--- src/rtl/vga_timing_gen_if.sv ---
// Pixel coordinate, strobe and sync bundle between the VGA timing generator
// and its consumers (image generator, connector pins).
interface vga_timing_gen_if;
   logic [10:0] o_x;
   logic [9:0]  o_y;
   logic        o_active;
   logic        o_pix_en;
   logic        o_frame_start;
   logic        o_hsync;
   logic        o_vsync;

   modport master (
      output o_x, o_y, o_active, o_pix_en, o_frame_start, o_hsync, o_vsync
   );

   modport slave (
      input o_x, o_y, o_active, o_pix_en, o_frame_start, o_hsync, o_vsync
   );
endinterface

--- src/rtl/vga_timing_gen.sv ---
// 640x480@60 VGA raster timing: pixel divider, h/v counters, registered
// coordinate decode and tick-clocked sync delay line.
module vga_timing_gen #(
   parameter int unsigned CLK_DIV    = 4,
   parameter int unsigned H_ACTIVE   = 640,
   parameter int unsigned H_FP       = 16,
   parameter int unsigned H_SYNC     = 96,
   parameter int unsigned H_BP       = 48,
   parameter int unsigned V_ACTIVE   = 480,
   parameter int unsigned V_FP       = 10,
   parameter int unsigned V_SYNC     = 2,
   parameter int unsigned V_BP       = 33,
   parameter int unsigned SYNC_DELAY = 1
) (
   input logic         i_clk,
   input logic         i_rst,
   vga_timing_gen_if.master vga
);

   localparam int unsigned H_TOTAL = H_ACTIVE + H_FP + H_SYNC + H_BP;
   localparam int unsigned V_TOTAL = V_ACTIVE + V_FP + V_SYNC + V_BP;
   localparam int unsigned DIV_W   = (CLK_DIV > 2) ? $clog2(CLK_DIV) : 1;
   localparam int unsigned H_W     = $clog2(H_TOTAL);
   localparam int unsigned V_W     = $clog2(V_TOTAL);
   localparam int unsigned SR_W    = (SYNC_DELAY == 0) ? 1 : SYNC_DELAY;
   localparam int unsigned X_W     = 11;
   localparam int unsigned Y_W     = 10;

   generate
      if (SYNC_DELAY > 4 || CLK_DIV < 2) begin : g_param_check
         $error("vga_timing_gen: SYNC_DELAY must be 0..4 and CLK_DIV must be >= 2");
      end
   endgenerate

   logic [DIV_W-1:0] div_q, div_d;
   logic [H_W-1:0]   h_q, h_d;
   logic [V_W-1:0]   v_q, v_d;
   logic [SR_W-1:0]  hs_sr_q, hs_sr_d;
   logic [SR_W-1:0]  vs_sr_q, vs_sr_d;
   logic [X_W-1:0]   x_q, x_d;
   logic [Y_W-1:0]   y_q, y_d;
   logic             active_q, active_d;
   logic             pix_en_q, pix_en_d;
   logic             fs_q, fs_d;
   logic             hsync_q, hsync_d;
   logic             vsync_q, vsync_d;

   logic tick_c, h_last_c, v_last_c, h_act_c, v_act_c, hs_raw_c, vs_raw_c;

   assign tick_c   = (div_q == DIV_W'(CLK_DIV - 1));
   assign h_last_c = (h_q == H_W'(H_TOTAL - 1));
   assign v_last_c = (v_q == V_W'(V_TOTAL - 1));
   assign h_act_c  = (h_q < H_W'(H_ACTIVE));
   assign v_act_c  = (v_q < V_W'(V_ACTIVE));
   assign hs_raw_c = !((h_q >= H_W'(H_ACTIVE + H_FP)) &&
                       (h_q <  H_W'(H_ACTIVE + H_FP + H_SYNC)));
   assign vs_raw_c = !((v_q >= V_W'(V_ACTIVE + V_FP)) &&
                       (v_q <  V_W'(V_ACTIVE + V_FP + V_SYNC)));

   // Next-state: counters and sync delay line advance only on the pixel tick
   always_comb begin
      div_d   = div_q + DIV_W'(1);
      h_d     = h_q;
      v_d     = v_q;
      hs_sr_d = hs_sr_q;
      vs_sr_d = vs_sr_q;
      if (tick_c) begin
         div_d = '0;
         if (h_last_c) begin
            h_d = '0;
            v_d = v_last_c ? '0 : v_q + V_W'(1);
         end else begin
            h_d = h_q + H_W'(1);
         end
         hs_sr_d = SR_W'({hs_sr_q, hs_raw_c});
         vs_sr_d = SR_W'({vs_sr_q, vs_raw_c});
      end

      x_d      = h_act_c ? X_W'(h_q) + X_W'(1) : '0;
      y_d      = v_act_c ? Y_W'(v_q) + Y_W'(1) : '0;
      active_d = h_act_c && v_act_c;
      pix_en_d = tick_c;
      fs_d     = tick_c && h_last_c && v_last_c;
      // Oldest delay stage feeds the pins; zero delay bypasses the line entirely
      hsync_d  = (SYNC_DELAY == 0) ? hs_raw_c : hs_sr_q[SR_W-1];
      vsync_d  = (SYNC_DELAY == 0) ? vs_raw_c : vs_sr_q[SR_W-1];
   end

   always_ff @(posedge i_clk) begin
      if (i_rst) begin
         div_q    <= '0;
         h_q      <= '0;
         v_q      <= '0;
         hs_sr_q  <= '1;
         vs_sr_q  <= '1;
         x_q      <= '0;
         y_q      <= '0;
         active_q <= 1'b0;
         pix_en_q <= 1'b0;
         fs_q     <= 1'b0;
         hsync_q  <= 1'b1;
         vsync_q  <= 1'b1;
      end else begin
         div_q    <= div_d;
         h_q      <= h_d;
         v_q      <= v_d;
         hs_sr_q  <= hs_sr_d;
         vs_sr_q  <= vs_sr_d;
         x_q      <= x_d;
         y_q      <= y_d;
         active_q <= active_d;
         pix_en_q <= pix_en_d;
         fs_q     <= fs_d;
         hsync_q  <= hsync_d;
         vsync_q  <= vsync_d;
      end
   end

   assign vga.o_x           = x_q;
   assign vga.o_y           = y_q;
   assign vga.o_active      = active_q;
   assign vga.o_pix_en      = pix_en_q;
   assign vga.o_frame_start = fs_q;
   assign vga.o_hsync       = hsync_q;
   assign vga.o_vsync       = vsync_q;

endmodule
--- src/flat_wrapper.sv ---
// flat-port wrapper written by rule: the top's interface ports become plain ports
module vga_timing_gen_flat 
#(
   parameter int unsigned CLK_DIV    = 4,
   parameter int unsigned H_ACTIVE   = 640,
   parameter int unsigned H_FP       = 16,
   parameter int unsigned H_SYNC     = 96,
   parameter int unsigned H_BP       = 48,
   parameter int unsigned V_ACTIVE   = 480,
   parameter int unsigned V_FP       = 10,
   parameter int unsigned V_SYNC     = 2,
   parameter int unsigned V_BP       = 33,
   parameter int unsigned SYNC_DELAY = 1
)
  (i_clk, i_rst, vga_o_x, vga_o_y, vga_o_active, vga_o_pix_en, vga_o_frame_start, vga_o_hsync, vga_o_vsync);
  vga_timing_gen_if vga_i ();
  input logic i_clk;
  input logic i_rst;
  output wire logic [$bits(vga_i.o_x)-1:0] vga_o_x;
  output wire logic [$bits(vga_i.o_y)-1:0] vga_o_y;
  output wire logic [$bits(vga_i.o_active)-1:0] vga_o_active;
  output wire logic [$bits(vga_i.o_pix_en)-1:0] vga_o_pix_en;
  output wire logic [$bits(vga_i.o_frame_start)-1:0] vga_o_frame_start;
  output wire logic [$bits(vga_i.o_hsync)-1:0] vga_o_hsync;
  output wire logic [$bits(vga_i.o_vsync)-1:0] vga_o_vsync;
  assign vga_o_x = vga_i.o_x;
  assign vga_o_y = vga_i.o_y;
  assign vga_o_active = vga_i.o_active;
  assign vga_o_pix_en = vga_i.o_pix_en;
  assign vga_o_frame_start = vga_i.o_frame_start;
  assign vga_o_hsync = vga_i.o_hsync;
  assign vga_o_vsync = vga_i.o_vsync;
  vga_timing_gen #(.CLK_DIV(CLK_DIV), .H_ACTIVE(H_ACTIVE), .H_FP(H_FP), .H_SYNC(H_SYNC), .H_BP(H_BP), .V_ACTIVE(V_ACTIVE), .V_FP(V_FP), .V_SYNC(V_SYNC), .V_BP(V_BP), .SYNC_DELAY(SYNC_DELAY)) u_core (.i_clk(i_clk), .i_rst(i_rst), .vga(vga_i));
endmodule
--- config.mk ---
export PLATFORM = sky130hd
export DESIGN_NAME = vga_timing_gen_flat
export DESIGN_NICKNAME = d
export VERILOG_FILES = /design/src/rtl/vga_timing_gen_if.sv /design/src/rtl/vga_timing_gen.sv /design/src/flat_wrapper.sv
export SDC_FILE = /design/constraint.sdc
export NUM_CORES = 1
export LEC_CHECK = 0
export CAP_MARGIN = 0
export CORE_MARGIN = 1
export CORE_UTILIZATION = 40
export DETAILED_ROUTE_END_ITERATION = 6
export HOLD_SLACK_MARGIN = 0.15
export PLACE_DENSITY = 0.62
export SLEW_MARGIN = 40
export SYNTH_ARGS = -nofsm -noshare
export SYNTH_HDL_FRONTEND = slang
export SYNTH_SLANG_ARGS = --single-unit
--- constraint.sdc ---
create_clock -name i_clk -period 2.1 [get_ports i_clk]
set_input_delay 0.315 -clock i_clk [delete_from_list [all_inputs] [get_ports i_clk]]
set_output_delay 0.315 -clock i_clk [all_outputs]
set_load 0.01 [all_outputs]
# Word level (Yosys, flattened, before mapping)
# Cells that the tools add are included.
# word_totals
latch_bits	0
regBits	50
memories	0
inputBits	2
mem_bits_rw	0
romBits	0
out_inout_bits	26
# classes
div_mod_pow	0
n_mux	2
n_lt_le_gt_ge	6
n_eq_ne	3
multipliers	0
shift	0
bitwise_logic	2
reduce_logical	11
addsub	4
# op_table
op	count
$add A10 B1 Y10 const B	2
$eq A10 B10 Y1 const B	2
$lt A10 B10 Y1 const B	2
$lt A10 B9 Y1 const B	2
$mux W10	2
$add A10 B1 Y11 const B	1
$ge A10 B10 Y1 const B	1
$ge A10 B9 Y1 const B	1
$reduce_or A2 Y1	3
$logic_and A1 B1 Y1	5
$add A2 B1 Y2 const B	1
$eq A2 B2 Y1 const B	1
$logic_not A1 Y1	2
$not A1 Y1	2
$reduce_and A2 Y1	1

# Depth between registers and ports, before layout
# Gate-level depths: netlist of run 1.
# logic_depth
ltp_word	3
depth_mapped	8
mapped_depth_nobuf	6

# Worst setup path after synthesis of run 1
# OpenSTA, ideal clock, no wires.
# synth_path
path_kind	reg-to-reg
start	register u_core.h_q[0]
end	register u_core.v_q[7]
period_less_slack_ns	2.202
path_buffers	1
path_stages_with_launch	7
arrival_ns	2.131
t_required_ns	2.030
setup_slack_ns	-0.102
setup_ns	0.070
cell_sequence	dfxtp_1 > ha_1 > nand4_4 > or4_4 > buf_6 > or4_1 > a21oi_1
# synth_via
elab_chain_len	2
# synth_rtl
item	line	rtl
start: declaration	vga_timing_gen.sv:36	logic [H_W-1:0] h_q, h_d;
start signal: assignment	vga_timing_gen.sv:92	h_q <= '0;
start signal: assignment	vga_timing_gen.sv:105	h_q <= h_d;
$eq A10 B10 Y1	vga_timing_gen.sv:51	assign h_last_c = (h_q == H_W'(H_TOTAL - 1));
$reduce_and A2 Y1 (no source line)	-	
end signal: assignment	vga_timing_gen.sv:106	v_q <= v_d;
end: declaration	vga_timing_gen.sv:37	logic [V_W-1:0] v_q, v_d;
# No other way between the ends.
# A chain may end at the register's enable or synchronous reset.

# Final worst setup path of run 1
# layout_path
start	register u_core.h_q[1]
end	register u_core.v_q[3]
# Same word-level chain as after synthesis.

==> reports/summary.md, run 1 <==
The flow ran to the end, and the final reports show no timing, DRC or antenna violations. The post-detailed-route wirelength per cell was 12.3 um. In the layout the commonest cells are 49 x dfxtp_1, 27 x nor2_1, 27 x clkdlybuf4s50_1. The finished layout holds 331 standard cells, fillers aside.

CTS saw 50 sinks. Overall power consumption after layout is estimated at 0.00161 W. The count of antenna-violating nets left after detailed routing was 0. Total net switching power: 0.000350 W. The cell type contributing the most total cell area after synthesis was dfxtp_1. In this run the cell area measured after placement is 2470 um2. The path type of the worst setup path is reg2reg.

The horizontal die dimension was 73.7 um. At the pin with the least slew margin, the transition time is 0.587 ns. For this run, the detailed router's first-pass iteration total came to 4.

The H-tree level count is 2. The internal power of the cells totals 0.00126 W. The logs give 5430 um2 for the overall die area and 25 for the row count.

The repair_antennas step left the layout with diodes totalling 0. The area growth from synthesis to layout works out to 24.8%. For the headroom to the max-slew limit, the log shows 0.604. Number of distinct library cells after synthesis: 40. The clock network fraction of design power was 0.341; the number of antenna violations at the first check in global routing was 0. Half-perimeter wire length after detailed placement: 2710 um.

Worst hold slack: 0.424 ns. Clock-pin slew was measured on the worst setup and hold paths at 0.08 ns. The overall routed net length is 4080 um. For the final routed database, the setup TNS stands at 0 ns. The number of input and output port buffers inserted was 27; the endpoint required time on the critical path was 2.34 ns.

Post-synthesis instance area: 2050 um2. Power share of the combinational group: 0.052. The run gives 0 as the max-slew violation total from the final report. Total track usage: 0.162. By area the synthesized netlist is led by dfxtp_1 49%, nor2_1 4.9%, xnor2_1 3.8%, xor2_1 3.8%, o21ai_0 3.4%. Counting cells, the worst reg-to-reg path comes to 5. The portion of the clock cycle consumed by the worst path in the final layout came out at 0.949. The tools report the initial standard-cell utilization of the core as 0.426. TritonCTS created 5 clock buffers.

In the routed design, unresolved DRC markers number 0. The cell count of the worst hold path is 1. Setup repair after global routing left no endpoint under its margin.

The switching part of the total power was 0.218; the clock latency of the later-clocked register in the worst-skew pair was 0.30 ns. Class of the most critical hold timing path: reg2reg. The layout cell share with drive strength beyond 1 is 0.110. The tools report the maximum clock frequency as 502 MHz. The share of the synthesized area in the top cell type was 0.487. Final number of setup-violating endpoints: 0. The leakage power was 0.919 nW; the flip-flop and latch count after synthesis was 50. Counting I/O delays and the setup requirement, the final critical path takes 1.99 ns.

The library cell used as clock root buffer was clkbuf_8. The final-layout fill cell count came out at 470. Synthesized instance count: 229. For the final database, setup skew stands at 0.00594 ns. The core region is 4820 um2. For this design the ratio of total power to cell area is 627 nW/um2.

Number of global-route vias before repair: 1450. The number of DRC markers in iteration 0 was 101; the die outline height was 73.7 um. TritonCTS built the clock tree.

For the net count of the finished layout, the log shows 272. Most common cell after layout, fill and taps aside: dfxtp_1. The kind of end point of the critical path was a register. The via count came out at 1670. Buffers inserted to repair hold after CTS numbered 0. For the total congestion overflow, the log shows 0. The synthesized area divided by synthesized cell count is 8.97 um2, and the share of power burned in registers is 0.607. The Yosys step of the flow raised 0 warnings.

The first global-routing pass estimated 6720 um of wire. Max-cap violations in this run came to 0. The final-report hold violation count is 0. At the end of routability-driven placement, the weighted congestion stood at 0.849. The average vias per placed instance works out to 5.05. Entering global routing, the biggest net connects 23 pins. After detailed placement, the design holds a cell count of 324. In this run the count of I/O pins placed on the die edge is 28.

Data arrives at the worst endpoint at 2.23 ns. The worst setup path is launched from a register. Sequential area share after synthesis: 0.487. The post-route cell area is 2560 um2. The number of buffers on the longest clock path is 2. In this run the worst path has a maximum fanout of 8. For the largest vdd supply drop, the log shows 0.000297 V.
layout make-up:
class	instances	area [um2]	share of cell area
flip-flops and latches	50	1000	0.392
multi-input cells	157	980	0.382
repair buffers	41	375	0.146
well taps	67	83.8	0.0327
clock buffers	6	82.6	0.0322
inverters	10	37.5	0.0146
worst max-delay path: stages, from the launching register on:
cell     delay [ns]
dfxtp_1        0.39
ha_4           0.16
nand4_4        0.12
or4_4          0.59
or4b_1         0.54
a21oi_2        0.14
cells by family after synthesis:
group / count (synthesis) / share of synthesized area
fa+ha+maj: 5 / 0.0305
buf+inv: 24 / 0.0499
xor+xnor: 18 / 0.0767
compound gates: 36 / 0.100
other cells: 1 / 0.00183
simple gates: 95 / 0.253
flops: 50 / 0.487
stage by stage:
stage          setup WS, ns  utilization
6_report              0.107        0.532
5_1_grt             0.00899        0.532
3_3_place_gp          0.118        0.512
4_1_cts              0.0579        0.529
2_1_floorplan       0.00628            -
3_5_place_dp         0.0828        0.512
sequential cells by signal, summed over array words and instances (netlist names):
register                  flops
u_core.vga.o_x               11
u_core.h_q                   10
u_core.v_q                   10
u_core.vga.o_y               10
u_core.div_q                  2
u_core.hs_sr_q                1
u_core.vga.o_active           1
u_core.vga.o_frame_start      1
u_core.vga.o_hsync            1
u_core.vga.o_pix_en           1
u_core.vga.o_vsync            1
u_core.vs_sr_q                1
power by group through the flow:
stage,Clock (W),Combinational [W],Sequential [W]
floorplan,0,0.0000410,0.00100
global placement,0,0.0000824,0.000999
detailed placement,0,0.0000836,0.00100
CTS,0.000569,0.0000840,0.000977
global route,0.000597,0.0000934,0.000980
finish,0.000548,0.0000835,0.000977
what timing repair did:
action                     4_1_cts  5_1_grt
setup endpoints to repair        0        7
resized for setup                0        2
buffers inserted                 0        0
layer usage:
layer  share of wire  vias up  wire length (um)  GRT usage
li1                -      856                 -          -
met1            0.49      765              2000      0.222
met2            0.44       40              1790      0.250
met3           0.047        9               191     0.0302
met4           0.022        0                90     0.0705
met5               0        -                 0          0
synth_stat cells:
library cell	number
dfxtp_1	50
nor2_1	27
nand2_1	14
o21ai_0	14
a21oi_1	12
inv_1	10
clkbuf_1	9
xnor2_1	9
xor2_1	9
or3_1	8
nor3_1	7
nand3_1	6
ha_1	5
nand4_1	5
and3_1	4
buf_2	4
or4_1	4
a31oi_1	3
nand2b_1	3
or2_2	3
and4_1	2
nor4_1	2
or4b_1	2
a211o_1	1
a21o_1	1
and2_0	1
and2_1	1
buf_6	1
conb_1	1
nand3b_1	1
nand4_4	1
nor4bb_1	1
o211ai_1	1
o22ai_1	1
o31ai_1	1
o41a_1	1
o41ai_1	1
or2_1	1
or3b_1	1
or4_4	1
path summary, 6_finish.rpt:
check,end,startpoint,slack (ns)
worst max-delay path,u_core.v_q[3],u_core.h_q[1],0.11
worst min-delay path,u_core.div_q[0],u_core.div_q[0],0.42
worst max register to register,u_core.v_q[3],u_core.h_q[1],0.11
worst min register to register,u_core.div_q[0],u_core.div_q[0],0.42
(Power assumes the default switching activity.)
==> run 2, diff against run 1 <==
--- a/config.mk
+++ b/config.mk
@@ -10,6 +10,7 @@
 export CORE_UTILIZATION = 40
 export DETAILED_ROUTE_END_ITERATION = 6
 export HOLD_SLACK_MARGIN = 0.15
+export MAX_ROUTING_LAYER = met4
 export PLACE_DENSITY = 0.62
 export SLEW_MARGIN = 40
 export SYNTH_ARGS = -nofsm -noshare
==> run 2 against run 1 <==
Against the previous run: global-route usage is 0.51 points higher; die area stayed put; non-clock buffer count stayed put; critical path type unchanged; critical path depth stayed put.
==> reports/summary.md, run 2 (same netlist as run 1, synthesis figures left out) <==
The flow ran to the end, and the final reports show no timing, DRC or antenna violations. The path type of the worst setup path is reg2reg. The number of input and output port buffers inserted is 27 (unchanged). The power share of the combinational group is 0.052 (about the same), and the clock edge transition at the registers on the reported setup and hold paths is 0.08 ns (about the same). The sum of negative setup slack was 0 ns (unchanged). The number of primary I/O pins was 28 (unchanged). The half-perimeter wire length after detailed placement came out at 2710 um (unchanged). For the total net switching power, the log shows 0.000350 W (about the same).

TritonCTS built the clock tree. The power density over cell area was 627 nW/um2 (about the same). The logic depth of the worst setup path including buffers was 5 (unchanged). The clock skew was 0.00532 ns (-0.000617 ns); the fraction of met1 tracks used by global routing was 0.224 (+0.00170). The setup slack on the worst flop-to-flop path is 0.10 ns (about the same), and the number of maximum-capacitance violations is 0 (unchanged).

The layer flagged by global routing as most heavily used is met2. The run gives 272 (unchanged) as the net count of the finished layout. The length in cells of the worst reg-to-reg path came out at 5 (unchanged). The die outline height is 73.7 um (unchanged), and the core area is 4820 um2 (unchanged).

For the total chip power, the log shows 0.00161 W (about the same). Number of buffers on the longest clock path: 2 (unchanged). The flip-flop count of the largest register after layout was 11 (unchanged). The internal power consumption is 0.00126 W (about the same), and the hold-fix buffer count after cts is 0 (unchanged). The switching part of the total power came out at 0.218 (about the same).

The global-route met3 utilization is 0.0288 (-0.00137). The cell count of the worst hold path is 1 (unchanged), and the layout cell share with drive strength beyond 1 is 0.110 (unchanged). The tools report the initial standard-cell utilization of the core as 0.426 (unchanged). The tools report the headroom to the max-slew limit as 0.604 (about the same). The tools report the library cell used as clock root buffer as clkbuf_8. For hold timing, the worst endpoint is u_core.div_q[0].

The number of remaining DRC errors is 0 (unchanged), and the final-layout fill cell count is 470 (unchanged). The endpoint required time on the critical path was 2.34 ns (about the same). Pin count of the biggest net entering global routing: 23 (unchanged). The logs give 2560 um2 (unchanged) for the post-route cell area and 0.424 ns (+0.0000740 ns) for the worst hold slack. The number of search-and-repair iterations in the first detailed-routing pass is 4 (unchanged). In the layout the commonest cells are 49 x dfxtp_1, 27 x nor2_1, 27 x clkdlybuf4s50_1. Class of the most critical hold timing path: reg2reg. The largest stage delay on the critical path works out to 0.59 ns (about the same). The post-cts repair resize count is 0 (unchanged).

For the via count, the log shows 1651 (-1.1%). Total cell area at the placement stage: 2470 um2 (unchanged). Buffers inserted during post-CTS setup optimization: 0 (unchanged). The fraction of the core area covered by cells at the end of the flow is 0.532 (unchanged), and the post-detailed-route wirelength per cell is 12.4 um (+0.66%). The total inserted antenna cells was 0 (unchanged).

Average vias per placed instance: 4.99 (-1.1%). Largest delay contributor family on the critical path: simple AND/OR/NAND/NOR gates. The overall routed net length came out at 4100 um (+0.66%). The largest fanout of any net on the critical path works out to 8 (unchanged). The slowest stage of the critical path is the or4_4 cell. The post-layout minimum cycle time works out to 2.00 ns (+0.00450 ns). The H-tree level count was 2 (unchanged); the count of antenna-violating nets left after detailed routing was 0 (unchanged). The transition at the pin with the smallest max-transition slack was 0.586 ns (-0.000359 ns); the number of clock sinks seen by CTS was 50 (unchanged). The logs give 501 MHz (-0.23%) for the maximum clock frequency and 0 (unchanged) for the final-report hold violation count. The number of global-route vias before repair is 1456 (+0.41%). Max-slew violation total from the final report: 0 (unchanged). The final number of setup-violating endpoints came out at 0 (unchanged).

The total congestion overflow came out at 0 (unchanged). The run gives 0.919 nW (unchanged) as the leakage power. The sum of buffers and inverters on the critical path came out at 0 (unchanged).

The critical path goes through ha_4, nand4_4, or4_4, or4b_1, a21oi_2. The run gives 6720 um (unchanged) as the wire length of the first global-routing pass. The number of antenna violations at the first check in global routing came out at 0 (unchanged). The largest vdd supply drop is 0.000296 V (-0.42%). The row count came out at 25 (unchanged).

The logs give 0.341 (about the same) for the clock network fraction of design power and 0.30 ns (about the same) for the clock latency of the later-clocked register in the worst-skew pair. Startpoint of the worst register-to-register path: u_core.h_q[1]. In this run the most critical hold path is launched from u_core.div_q[0]. The number of DRC markers in iteration 0 was 100 (-0.99%). The total track usage came out at 0.168 (+0.00509). Arrival time of the worst setup path: 2.23 ns (about the same). The worst register-to-register path ends at u_core.v_q[3]. The most common cell after layout, fill and taps aside was dfxtp_1.

The kind of end point of the critical path was a register. The met2 track demand over resource in global routing was 0.250 (unchanged). The tools report the final weighted congestion of routability-driven global placement as 0.862 (+1.6%). Horizontal die dimension: 73.7 um (unchanged).

The overall die area is 5430 um2 (unchanged), and the total clock buffers created by CTS is 5 (unchanged). Kind of launch point of the worst setup path: a register. The portion of the clock cycle consumed by the worst path in the final layout is 0.951 (+0.00215). The share of power burned in registers was 0.607 (about the same).

Setup repair after global routing left no endpoint under its margin. Area growth from synthesis to layout: 24.8% (unchanged).
[run 2: cell counts in the layout (fill, tap and decap cells not counted)]
No cell type changed its count.
[run 2: through the flow]
stage / setup WS [ns] / instances
floorplan: 0.00628 / 230
global placement: 0.118 / 324
CTS: 0.0579 / 330
global route: 0.00150 / 331
detailed placement: 0.0828 / 324
finish: 0.103 / 331
[run 2: routing by layer]
metal | part of all wire | vias up
met5 | 0 | -
met4 | 0.0066 | 0
met3 | 0.036 | 2
met2 | 0.46 | 30
met1 | 0.50 | 765
li1 | - | 854
[run 2: how the worst max path moves through the flow]
| stage | start | to | slack, ns |
|---|---|---|---|
| CTS | u_core.h_q[0] | u_core.v_q[3] | 0.06 |
| global placement | u_core.h_q[0] | u_core.v_q[7] | 0.12 |
| finish | u_core.h_q[1] | u_core.v_q[3] | 0.10 |
| detailed placement | u_core.h_q[0] | u_core.v_q[7] | 0.08 |
| global route | u_core.v_q[0] | u_core.v_q[8] | 0.002 |
| floorplan | u_core.div_q[0] | u_core.v_q[7] | 0.006 |
[run 2: final cells by class]
cell class | instances | area [um2] | area share
repair buffers | 41 | 375 | 0.146
flip-flops and latches | 50 | 1000 | 0.392
well taps | 67 | 83.8 | 0.0327
multi-input cells | 157 | 980 | 0.382
inverters | 10 | 37.5 | 0.0146
clock buffers | 6 | 82.6 | 0.0322
[run 2: power by group through the flow]
stage          combinational, W  sequential (W)  clock (W)
2_1_floorplan         0.0000410         0.00100          0
3_3_place_gp          0.0000824        0.000999          0
3_5_place_dp          0.0000836         0.00100          0
4_1_cts               0.0000840        0.000977   0.000569
5_1_grt               0.0000935        0.000980   0.000597
6_report              0.0000836        0.000977   0.000548
==> run 3, diff against run 2 <==
--- a/config.mk
+++ b/config.mk
@@ -7,11 +7,11 @@
 export LEC_CHECK = 0
 export CAP_MARGIN = 0
 export CORE_MARGIN = 1
-export CORE_UTILIZATION = 40
+export CORE_UTILIZATION = 45
 export DETAILED_ROUTE_END_ITERATION = 6
 export HOLD_SLACK_MARGIN = 0.15
 export MAX_ROUTING_LAYER = met4
-export PLACE_DENSITY = 0.62
+export PLACE_DENSITY = 0.68
 export SLEW_MARGIN = 40
 export SYNTH_ARGS = -nofsm -noshare
 export SYNTH_HDL_FRONTEND = slang
==> run 3 against run 2 <==
Against the previous run: sequential share of layout area is 0.29 points higher; via count is 0.73% higher; final area is 0.98% lower; clock skew is 0.0018 ns lower; critical path depth stayed put; sequential power hardly changed; global-route usage is 1.3 points higher; final cell count is 4.5% lower; first-iteration DRC count is 38% higher; die area is 11% lower; non-clock buffer count stayed put; routed wire length is 0.51% lower.
==> reports/summary.md, run 3 (same netlist as run 1, synthesis figures left out) <==
The power share of the combinational group is 0.051 (about the same). The flip-flop count of the largest register after layout is 11 (unchanged). The tools report the overall die area as 4840 um2 (-11%). The total track usage came out at 0.181 (+0.0130). Overall routed net length: 4080 um (-0.51%).

The startpoint of the worst register-to-register path was u_core.h_q[0]. The final weighted congestion of routability-driven global placement is 0.867 (+0.53%), and the max-slew violation total from the final report is 0 (unchanged). The clock skew is 0.00350 ns (-0.00182 ns). The tools report the pre-CTS setup slack as 0.0423 ns (-0.0404 ns).

The horizontal die dimension is 69.6 um (-5.6%). The final-report hold violation count was 0 (unchanged); the number of search-and-repair iterations in the first detailed-routing pass was 4 (unchanged). Setup slack on the worst flop-to-flop path: 0.09 ns (about the same).

The root buffer cell chosen for the clock tree is clkbuf_8. Following the worst setup path forward leads to its endpoint at u_core.v_q[7]. The area growth from synthesis to layout is 23.6%. The largest individual stage delay along the critical path comes from the cell or4_4. The run gives 0 (unchanged) as the hold-fix buffer count after cts. TritonCTS built the clock tree.

The share of power burned in registers came out at 0.608 (about the same). Largest fanout of any net on the critical path: 10 (+2). The transition at the pin with the smallest max-transition slack is 0.543 ns (-0.0435 ns), and the number of remaining DRC errors is 0 (unchanged). The die outline height was 69.6 um (-5.6%). The total clock buffers created by CTS is 5 (unchanged), and the row count is 24 (-4.0%). The average vias per placed instance is 5.26 (+5.5%). The via count is 1663 (+0.73%).

The capturing point of the worst reg2reg path is u_core.v_q[7]. Half-perimeter wire length after detailed placement: 2790 um (+2.7%). Clock edge transition at the registers on the reported setup and hold paths: 0.08 ns (about the same).

The count of antenna-violating nets left after detailed routing was 0 (unchanged); the portion of the clock cycle consumed by the worst path in the final layout was 0.957 (+0.00605). The tools report the number of antenna violations at the first check in global routing as 0 (unchanged). The maximum clock frequency came out at 497 MHz (-0.63%). Endpoint required time on the critical path: 2.34 ns (about the same). The number of DRC markers in iteration 0 is 138 (+38%), and the post-detailed-route wirelength per cell is 12.9 um (+4.2%). The path type of the worst setup path was reg2reg. The H-tree level count was 2 (unchanged). Leaving out fill and tap cells, the most frequent cells in the layout are 49 x dfxtp_1, 27 x nor2_1, 27 x clkdlybuf4s50_1. The flow ran to the end, and the final reports show no timing, DRC or antenna violations. The tools report the clock network fraction of design power as 0.341 (about the same). Length in cells of the worst reg-to-reg path: 5 (unchanged). Number of input and output port buffers inserted: 27 (unchanged). The run gives 28 (unchanged) as the number of primary I/O pins. The number of global-route vias before repair is 1454 (-0.14%). Switching part of the total power: 0.217 (-0.000637). The number of maximum-capacitance violations is 0 (unchanged). The clock latency of the later-clocked register in the worst-skew pair came out at 0.30 ns (about the same). Setup repair after global routing left no endpoint under its margin.

The pin count of the biggest net entering global routing was 23 (unchanged). Layout cell share with drive strength beyond 1: 0.106 (-0.00379). The setup slack of the critical path after layout is 0.0899 ns (-0.0127 ns). The largest stage delay on the critical path is 0.59 ns (about the same). Class of the most critical hold timing path: reg2reg.

The arrival time of the worst setup path is 2.25 ns (+0.02 ns), and the post-layout minimum cycle time is 2.01 ns (+0.0127 ns). The leakage power is 0.920 nW (+0.11%). The wire length of the first global-routing pass came out at 6760 um (+0.52%). The run gives 0.000474 V (+60%) as the largest vdd supply drop.

The most common cell after layout, fill and taps aside was dfxtp_1. The kind of end point of the critical path is a register. The sum of negative setup slack came out at 0 ns (unchanged).

Power density over cell area: 633 nW/um2 (+0.93%). The critical path goes through ha_4, nand4_4, or4_4, or4_1, a21oi_1. The internal power consumption is 0.00126 W (about the same). Buffers inserted during post-CTS setup optimization: 0 (unchanged). For the core area, the log shows 4380 um2 (-9.0%).

The logs give 0 (unchanged) for the post-cts repair resize count and 50 (unchanged) for the number of clock sinks seen by CTS. The tools report the beginning of the critical path as u_core.h_q[0]. For the final number of setup-violating endpoints, the log shows 0 (unchanged). The worst setup path is launched from a register. The net count of the finished layout was 272 (unchanged). Total net switching power: 0.000349 W (-0.34%). Total congestion overflow: 0 (unchanged).

The total inserted antenna cells is 0 (unchanged), and the number of buffers on the longest clock path is 2 (unchanged). The tools report the initial standard-cell utilization of the core as 0.469 (+0.0421). The headroom to the max-slew limit came out at 0.633 (+0.0294).
==> run 3: cell counts in the layout (fill, tap and decap cells not counted) <==
No cell type changed its count.
==> run 3: worst min path at each step <==
stage	start	to	cells after the start	slack [ns]
3_3_place_gp	u_core.div_q[0]	u_core.div_q[0]	1	0.41
3_5_place_dp	u_core.div_q[0]	u_core.div_q[0]	1	0.41
5_1_grt	u_core.div_q[0]	u_core.div_q[0]	1	0.44
2_1_floorplan	u_core.div_q[0]	u_core.div_q[0]	1	0.40
6_report	u_core.div_q[0]	u_core.div_q[0]	1	0.42
4_1_cts	u_core.div_q[0]	u_core.div_q[0]	1	0.42
==> run 3: final cells by class <==
| type | count | area (um2) |
|---|---|---|
| Timing Repair Buffer | 41 | 375 |
| Inverter | 10 | 37.5 |
| Tap cell | 52 | 65.1 |
| Fill cell | 393 | 1850 |
| Clock buffer | 6 | 82.6 |
| Sequential cell | 50 | 1000 |
| Multi-Input combinational cell | 157 | 976 |
==> run 3: power by group through the flow <==
stage	Combinational [W]	Sequential, W	Clock, W
floorplan	0.0000410	0.00100	0
global placement	0.0000812	0.000999	0
detailed placement	0.0000828	0.000999	0
CTS	0.0000828	0.000977	0.000565
global route	0.0000918	0.000980	0.000603
finish	0.0000822	0.000977	0.000548
==> run 3: critical path, delay by kind of cell, from the launching register on <==
family / cells / cell delay, ns
adders and majority gates: 1 / 0.17
DFF: 1 / 0.41
AOI/OAI and AO/OA: 1 / 0.14
and+or+nand+nor: 3 / 1.22
==> run 3: metal layers <==
| layer | GRT usage | up-vias | wire length [um] | share of wire |
|---|---|---|---|---|
| met3 | 0.0480 | 5 | 161 | 0.039 |
| met1 | 0.235 | 766 | 1950 | 0.48 |
| met2 | 0.270 | 38 | 1920 | 0.47 |
| met5 | - | - | 0 | 0 |
| met4 | 0.0658 | 0 | 53 | 0.013 |
| li1 | - | 854 | - | - |
==> run 3: through the flow <==
stage | util | cell area, um2 | cells | hold slack (ns) | power (W)
floorplan | - | 2070 | 230 | 0.398 | 0.00104
global placement | 0.558 | 2450 | 309 | 0.406 | 0.00108
detailed placement | 0.558 | 2450 | 309 | 0.409 | 0.00108
CTS | 0.577 | 2530 | 315 | 0.421 | 0.00162
global route | 0.579 | 2540 | 316 | 0.442 | 0.00167
finish | 0.579 | 2540 | 316 | 0.419 | 0.00161
